### src/rtl/regp_stream_rd.sv
// Read-side sequencer: walks NUM_COEF register-file words from BASE_ADDR and streams them over valid/ready.
// Optional running-sum output enabled by defining REGP_STREAM_SUM_EN.
module regp_stream_rd #(
    parameter int unsigned DATA_W    = 45,
    parameter int unsigned ADDR_W    = 5,
    parameter int unsigned NUM_COEF  = 23,
    parameter int unsigned BASE_ADDR = 0
) (
    input  logic              clk,
    input  logic              reset,
    input  logic              start,
    output logic [ADDR_W-1:0] regmel_addr,
    output logic              regmel_wren,
    input  logic [DATA_W-1:0] regmel_out,
    output logic [DATA_W-1:0] coef_data,
    output logic [ADDR_W-1:0] coef_idx,
    output logic              coef_last,
    output logic              coef_valid,
    input  logic              coef_ready,
    output logic              busy,
    output logic              done
`ifdef REGP_STREAM_SUM_EN
    ,
    output logic [DATA_W+ADDR_W-1:0] coef_sum
`endif
);

    localparam int unsigned SUM_W = DATA_W + ADDR_W;
    localparam logic [ADDR_W-1:0] BASE     = ADDR_W'(BASE_ADDR);
    localparam logic [ADDR_W-1:0] LAST_IDX = ADDR_W'(NUM_COEF - 1);
    localparam logic [ADDR_W-1:0] IDX_ONE  = ADDR_W'(1);
    localparam logic              ONE_COEF = (NUM_COEF == 1);

    typedef enum logic [1:0] {
        S_IDLE,
        S_LOAD,
        S_STREAM,
        S_DONE
    } state_e;

    state_e state_q, state_d;

    logic [ADDR_W-1:0] addr_q, addr_d;
    logic [DATA_W-1:0] data_q, data_d;
    logic [ADDR_W-1:0] idx_q, idx_d;
    logic              last_q, last_d;
    logic              valid_q, valid_d;
    logic              busy_q, busy_d;
    logic              done_q, done_d;
    logic [SUM_W-1:0]  sum_q, sum_d;

    logic accept_c;
    logic final_c;

    assign accept_c = (state_q == S_STREAM) && coef_ready;
    assign final_c  = accept_c && (idx_q == LAST_IDX);

    // State register
    always_ff @(posedge clk) begin
        if (reset) begin
            state_q <= S_IDLE;
        end else begin
            state_q <= state_d;
        end
    end

    // Next-state logic
    always_comb begin
        state_d = state_q;
        case (state_q)
            S_IDLE:   if (start) state_d = S_LOAD;
            S_LOAD:   state_d = S_STREAM;
            S_STREAM: if (final_c) state_d = S_DONE;
            S_DONE:   state_d = S_IDLE;
            default:  state_d = S_IDLE;
        endcase
    end

    // Datapath / output next values
    always_comb begin
        addr_d  = addr_q;
        data_d  = data_q;
        idx_d   = idx_q;
        last_d  = last_q;
        valid_d = valid_q;
        busy_d  = busy_q;
        done_d  = 1'b0;
        sum_d   = sum_q;
        case (state_q)
            S_IDLE: begin
                addr_d = BASE;
                if (start) begin
                    busy_d = 1'b1;
                    sum_d  = '0;
                end
            end
            S_LOAD: begin
                data_d  = regmel_out;
                idx_d   = '0;
                valid_d = 1'b1;
                last_d  = ONE_COEF;
                addr_d  = addr_q + IDX_ONE;
            end
            S_STREAM: begin
                if (accept_c) begin
                    sum_d = sum_q + SUM_W'(data_q);
                    if (final_c) begin
                        valid_d = 1'b0;
                        last_d  = 1'b0;
                        busy_d  = 1'b0;
                        done_d  = 1'b1;
                        addr_d  = BASE;
                    end else begin
                        data_d = regmel_out;
                        idx_d  = idx_q + IDX_ONE;
                        last_d = ((idx_q + IDX_ONE) == LAST_IDX);
                        addr_d = addr_q + IDX_ONE;
                    end
                end
            end
            default: ;
        endcase
    end

    always_ff @(posedge clk) begin
        if (reset) begin
            addr_q  <= BASE;
            data_q  <= '0;
            idx_q   <= '0;
            last_q  <= 1'b0;
            valid_q <= 1'b0;
            busy_q  <= 1'b0;
            done_q  <= 1'b0;
            sum_q   <= '0;
        end else begin
            addr_q  <= addr_d;
            data_q  <= data_d;
            idx_q   <= idx_d;
            last_q  <= last_d;
            valid_q <= valid_d;
            busy_q  <= busy_d;
            done_q  <= done_d;
            sum_q   <= sum_d;
        end
    end

    assign regmel_addr = addr_q;
    assign regmel_wren = 1'b0;
    assign coef_data   = data_q;
    assign coef_idx    = idx_q;
    assign coef_last   = last_q;
    assign coef_valid  = valid_q;
    assign busy        = busy_q;
    assign done        = done_q;

`ifdef REGP_STREAM_SUM_EN
    assign coef_sum = sum_q;
`else
    logic unused_sum_c;
    assign unused_sum_c = ^sum_q;
`endif

endmodule

### config.mk
export PLATFORM = sky130hd
export DESIGN_NAME = regp_stream_rd
export DESIGN_NICKNAME = d
export VERILOG_FILES = /design/src/rtl/regp_stream_rd.sv
export SDC_FILE = /design/constraint.sdc
export NUM_CORES = 1
export LEC_CHECK = 0
export ABC_AREA = 1
export ABC_CLOCK_PERIOD_IN_PS = 2400
export CAP_MARGIN = 40
export CORE_ASPECT_RATIO = 1.5
export CORE_UTILIZATION = 30
export CTS_CLUSTER_DIAMETER = 200
export DETAILED_ROUTE_END_ITERATION = 6
export GPL_TIMING_DRIVEN = 0
export SETUP_SLACK_MARGIN = 0.4
export SYNTH_ARGS = -nofsm -noshare
export SYNTH_HDL_FRONTEND = slang
export SYNTH_SLANG_ARGS = --single-unit
### constraint.sdc
create_clock -name clk -period 2.4 [get_ports clk]
set_clock_uncertainty 0.2 [all_clocks]
set_input_delay 0.36 -clock clk [delete_from_list [all_inputs] [get_ports clk]]
set_output_delay 0.36 -clock clk [all_outputs]
set_load 0.01 [all_outputs]
==> flow_summary.json, run 1 <==
{
  "cts_hold_buf": 0,
  "grt.overflow.total": 0,
  "worstSetupStartpointType": "flop",
  "rr_endpoint": "coef_data[31]",
  "synth-seq-cells": 61,
  "post-cts-setup-buffers": 0,
  "rr_worst_depth": 9,
  "crit_buf_inv": 1,
  "drive_gt1_frac": 0.0819,
  "required_ns": 1.84,
  "r2r_start": "state_q[0]",
  "hold_ws_ns": 0.252,
  "antenna_left": 0,
  "vias_per_cell": 4.44,
  "grt_util_all_layers": 0.165,
  "r2r_slack_ns": 0.51,
  "synth_seq_area_share": 0.482,
  "clock_latency_ns": 0.33,
  "fin_area_sq_um": 4100,
  "final.fill_count": 825,
  "detail_route.wl_per_cell_um": 12.2,
  "seq_area_sq_um": 1220,
  "syn_nets": 399,
  "min_period_over_period": 0.808,
  "cts.root.buffer_cell": "clkbuf_16",
  "p_per_area_nw_per_um2": 1410,
  "worstHoldEndpoint": "busy",
  "nNetsFinal": 517,
  "cpPeakStageDelay_ns": 0.59,
  "ys_types": 25,
  "drv_cap": 0,
  "rsz0062_at_grt": "no",
  "ys_warn_count": 0,
  "outcome": "complete, no violations",
  "cts_buffer_depth": 2,
  "hold_viol_final": 0,
  "place_inst": 553,
  "clk_pin_slew_ns": 0.05,
  "fin_cells": 569,
  "syn_area_sq_um": 2530,
  "grt_max_degree": 11,
  "rows": 40,
  "die_w_um": 77.0,
  "vias": 2528,
  "whs_path_depth": 2,
  "p_leak_nw": 1.63,
  "ctsHtreeMaxLevel": 3,
  "crit_chain": "clkdlybuf4s50_1",
  "core_area_sq_um": 8110,
  "numPortBuffers": 107,
  "ios": 109,
  "die_area_sq_um": 8820,
  "place_hpwl_mm": 5.11,
  "drc": 0,
  "dr.pass1.iters": 4,
  "max-vdd-ir-drop_uv": 613,
  "grt_pass1_wl_mm": 11.2,
  "cp-end-kind": "output pin",
  "cp_max_fo": 7,
  "synth.avg_cell_area_sq_um": 7.43,
  "setup_viol": 0,
  "routed_wl_mm": 6.94,
  "synthCells": 341,
  "cp.arrival_ns": 1.38,
  "diodes": 0,
  "place_congestion": 0.839,
  "grt_pass1_vias": 2433,
  "initial_utilization": 0.313,
  "antenna_found_initial": 0,
  "finalSetupTns_ns": 0,
  "ctsResizeCount": 1,
  "crit_path_top_delay_cell": "clkdlybuf4s50_1",
  "finalPower_mw": 5.78,
  "fmaxAchievable_ghz": 0.516,
  "multi_input_area_sq_um": 1120,
  "final_max_slew_viol_count": 0,
  "preCtsSetupSlack_ns": 0.356,
  "fin_util": 0.506,
  "hold_class": "reg2reg",
  "path_class": "reg2out",
  "drtIter0Drc": 76,
  "syn2layout_area_growth_pct": 61.8,
  "dpl-instance-area_sq_um": 3740,
  "clock_sinks": 61,
  "die_h_um": 115,
  "path_delay_family": "buffers and inverters",
  "period_minus_slack_ns": 1.94,
  "hp-start": "busy",
  "cts_tree": "built",
  "layout_setup_ws_ns": 0.461,
  "cts_made_buffers": 9
}
==> worst max path at each step <==
stage,slack [ns],endpoint,depth (start not counted),start
after global placement,0.39,coef_data[32],9,coef_ready
after floorplan,0.59,coef_data[27],9,state_q[0]
after global routing,0.41,coef_data[30],9,state_q[0]
final,0.46,coef_idx[0],1,coef_idx[0]
after CTS,0.43,coef_idx[1],1,coef_idx[1]
after detailed placement,0.36,coef_data[35],9,coef_ready
==> power by group <==
| part | internal (mW) | total [mW] | switching (mW) |
|---|---|---|---|
| sequential | 1.47 | 1.70 | 0.237 |
| combinational | 1.32 | 2.62 | 1.30 |
| clock | 1.02 | 1.46 | 0.439 |
| total | 3.81 | 5.78 | 1.97 |
==> per-layer routing <==
metal | global-route usage | wire length [um]
met1 | 0.178 | 2920
met2 | 0.288 | 3490
met3 | 0.0367 | 323
met4 | 0.113 | 207
met5 | 0 | 0
==> kinds of logic (layout without fill, tap and decap cells) <==
logic type      Yosys count  in the layout  share of synthesized area
compound gates           65             65                      0.131
buf+inv                  42            165                     0.0810
flops                    61             61                      0.482
other cells               1              1                    0.00148
simple gates            163            163                      0.260
fa+ha+maj                 9              9                     0.0444
==> cells in the final DEF (no fill, tap or decap), types with 2 or more instances in the layout <==
cell type / count
inv_1: 22
o21ai_1: 11
clkbuf_8: 4
inv_2: 2
nand4_1: 5
clkdlybuf4s50_1: 107
nand3_1: 9
o21ai_0: 37
clkbuf_16: 9
ha_1: 8
nor2_1: 102
buf_4: 5
bufinv_16: 2
dfxtp_1: 60
nand2_1: 40
clkbuf_1: 6
buf_6: 2
a21oi_1: 14
buf_2: 3
nand2_2: 3
==> cell type report <==
class	count	area share
flip-flops and latches	61	0.298
well taps	105	0.0321
inverters	25	0.0235
multi-input cells	238	0.273
clock buffers	13	0.0684
clock inverters	3	0.0159
plain buffers	17	0.0275
repair buffers	107	0.261
==> registers in the layout, indices dropped and copies added, names as in the netlist <==
signal	count
busy	1
state_q	2
coef_last	1
regmel_addr	5
done	1
coef_idx	5
coef_valid	1
coef_data	45
==> synth_stat cells, drive strengths merged <==
cell / n / share of area
nor2: 103 / 0.15
dfxtp: 61 / 0.48
o21ai: 48 / 0.095
nand2: 44 / 0.071
inv: 25 / 0.038
a21oi: 14 / 0.028
buf: 11 / 0.034
ha: 9 / 0.044
nand3: 9 / 0.018
clkbuf: 6 / 0.0089
nand4: 5 / 0.012
or2: 2 / 0.0049
a21boi: 1 / 0.0030
conb: 1 / 0.0015
o21a: 1 / 0.0030
o21bai: 1 / 0.0030
No activity file was read; power rests on OpenSTA's default activity.
==> inputs of run 2 (changes only) <==
ABC_CLOCK_PERIOD_IN_PS = 1600   (was 2400)
clock period = 1.6 ns   (was 2.4 ns; I/O delays follow)
==> run 2 against run 1 <==
  * The run now ends with negative setup slack left
  * Sequential power increased by 71%
  * Largest power group unchanged
  * First-iteration DRC count fell by 1.3%
  * Sequential cell count stayed put
  * Largest cell class is now non-clock buffers
  * Critical path type is now reg2reg
  * Design area increased by 29%
  * Combinational power rose to 2.6 times the previous value
  * Critical path depth grew 8
  * Via count is 11% higher
  * Setup slack lost 0.69 ns
  * Final cell count is 8.8% higher
  * Power up 100%
  * Sequential share of layout area down 4.8 points
  * Global-route usage grew 1.0 points
==> flow_summary.json, run 2 (synthesis gave the netlist of run 1 again) <==
{
  "die_area_sq_um": 8820,
  "final_cell_mix": "buf_6, nor2_1, dfxtp_2",
  "grt_max_degree": 11,
  "rsz0062_at_grt": "yes",
  "min_period_over_period": 1.14,
  "dr.pass1.iters": 4,
  "swShare": 0.361,
  "cts.root.buffer_cell": "clkbuf_16",
  "ios": 109,
  "cp.arrival_ns": 1.84,
  "setup_viol": 55,
  "cp_max_fo": 10,
  "largest_reg_flops": 45,
  "final.fill_count": 703,
  "required_ns": 1.62,
  "seq_power_share": 0.250,
  "core_area_sq_um": 8110,
  "cts_buffer_depth": 2,
  "whs_path_depth": 2,
  "die_h_um": 115,
  "detail_route.wl_per_cell_um": 13.5,
  "syn2layout_area_growth_pct": 108,
  "violations": "negative setup slack",
  "fin_area_sq_um": 5280,
  "clock_sinks": 61,
  "cp-end-kind": "flop",
  "drive_gt1_frac": 0.593,
  "combPwrFrac": 0.583,
  "antenna_found_initial": 0,
  "rr_endpoint": "coef_data[13]",
  "worstSetupStartpointType": "flop",
  "initial_utilization": 0.313,
  "diodes": 0,
  "grt_pass1_vias": 2566,
  "period_minus_slack_ns": 1.83,
  "clock_latency_ns": 0.33,
  "r2r_start": "state_q[0]",
  "p_per_area_nw_per_um2": 2210,
  "rr_worst_depth": 9,
  "final_max_slew_viol_count": 0,
  "place_hpwl_mm": 4.98,
  "clk_pin_slew_ns": 0.05,
  "cts_tree": "built",
  "relSlewSlack": 0.563,
  "netSwitchingPower_mw": 4.20,
  "place_congestion": 0.824,
  "max-vdd-ir-drop_uv": 1140,
  "worstHoldEndpoint": "busy",
  "drtIter0Drc": 75,
  "drv_cap": 0,
  "drc": 0,
  "hp-start": "busy",
  "pwr-share-clk": 0.167,
  "grt.overflow.total": 0,
  "p_leak_nw": 2.25,
  "cts_made_buffers": 9,
  "cts_hold_buf": 0,
  "p_int_mw": 7.45,
  "fin_util": 0.651,
  "numPortBuffers": 107,
  "hold_viol_final": 0,
  "vias_per_cell": 4.55,
  "ctsHtreeMaxLevel": 3,
  "place_inst": 553,
  "path_class": "reg2reg",
  "die_w_um": 77.0,
  "nNetsFinal": 567,
  "antenna_left": 0,
  "final_common_cell": "buf_6",
  "fmaxAchievable_ghz": 0.548,
  "worst_slew_pin_slew_ns": 0.656,
  "grt_util_all_layers": 0.176,
  "layout_setup_ws_ns": -0.226,
  "vias": 2815,
  "routed_wl_mm": 8.38,
  "rows": 40,
  "r2r_slack_ns": -0.23,
  "hold_class": "reg2reg",
  "fin_cells": 619,
  "outcome": "finished with violations",
  "dpl-instance-area_sq_um": 3760,
  "grt_pass1_wl_mm": 12.0
}
==> run 2: cell types whose count changed in the layout (fill, tap and decap cells not counted), sizes merged <==
cell | before | now
clkbuf | 19 | 23
buf | 11 | 114
bufbuf | 0 | 1
clkdlybuf4s50 | 107 | 48
clkinv | 1 | 4
bufinv | 2 | 0
==> run 2: worst max-delay path, cell delays in order, from the launching register on <==
cell,delay (ns)
dfxtp_4,0.38
inv_4,0.04
ha_4,0.16
or2_4,0.26
nand2_4,0.08
nand2_4,0.08
buf_12,0.16
buf_8,0.15
o21ai_1,0.13
nor2_1,0.06
==> run 2: worst max path at each step <==
stage | start | to | cells past startpoint
floorplan | state_q[1] | coef_data[27] | 10
global placement | coef_ready | coef_data[33] | 9
detailed placement | coef_ready | coef_data[33] | 9
CTS | state_q[0] | coef_data[11] | 10
global route | coef_idx[0] | coef_data[41] | 11
finish | state_q[0] | coef_data[13] | 9
==> run 2: layout make-up <==
type                       count  area, sq um  share of cell area
inverter                      25          130              0.0246
timing repair buffer         156         1660               0.315
sequential                    61         1320               0.251
buffer                        17          171              0.0325
tap                          105          131              0.0249
clock inverter                 3         15.0             0.00284
clock buffer                  13          292              0.0552
multi-input combinational    238         1540               0.292
timing repair inverter         1         11.3             0.00213
==> run 2: what timing repair did <==
action / CTS / global route
endpoints found under the setup margin: 120 / 120
pin swaps: 19 / 14
cloned: 3 / 4
buffers inserted: 23 / 20
gates resized for setup: 423 / 121
==> run 2: layer usage <==
layer	global-route usage	part of all wire	vias to the layer above
li1	-	-	1422
met1	0.192	0.40	1317
met2	0.317	0.56	72
met3	0.0542	0.041	4
met4	0.0654	0.0051	0
met5	0	0	-
==> run 2: stage by stage <==
step / setup slack, ns / setup TNS [ns] / hold slack (ns) / total power, mW
2_1_floorplan: -0.0709 / -0.892 / 0.102 / 4.71
3_3_place_gp: -0.326 / -16.15 / 0.244 / 6.52
3_5_place_dp: -0.322 / -15.71 / 0.239 / 6.57
4_1_cts: -0.202 / -8.98 / 0.254 / 10.0
5_1_grt: -0.263 / -12.20 / 0.274 / 12.3
6_report: -0.226 / -9.09 / 0.259 / 11.6
==> run 2: power groups by stage <==
stage / Sequential, mW / Clock (mW) / Combinational (mW)
after floorplan: 2.89 / 0 / 1.83
after global placement: 2.57 / 0 / 3.95
after detailed placement: 2.60 / 0 / 3.97
after CTS: 2.82 / 1.98 / 5.24
after global routing: 2.99 / 2.07 / 7.28
final: 2.91 / 1.94 / 6.79
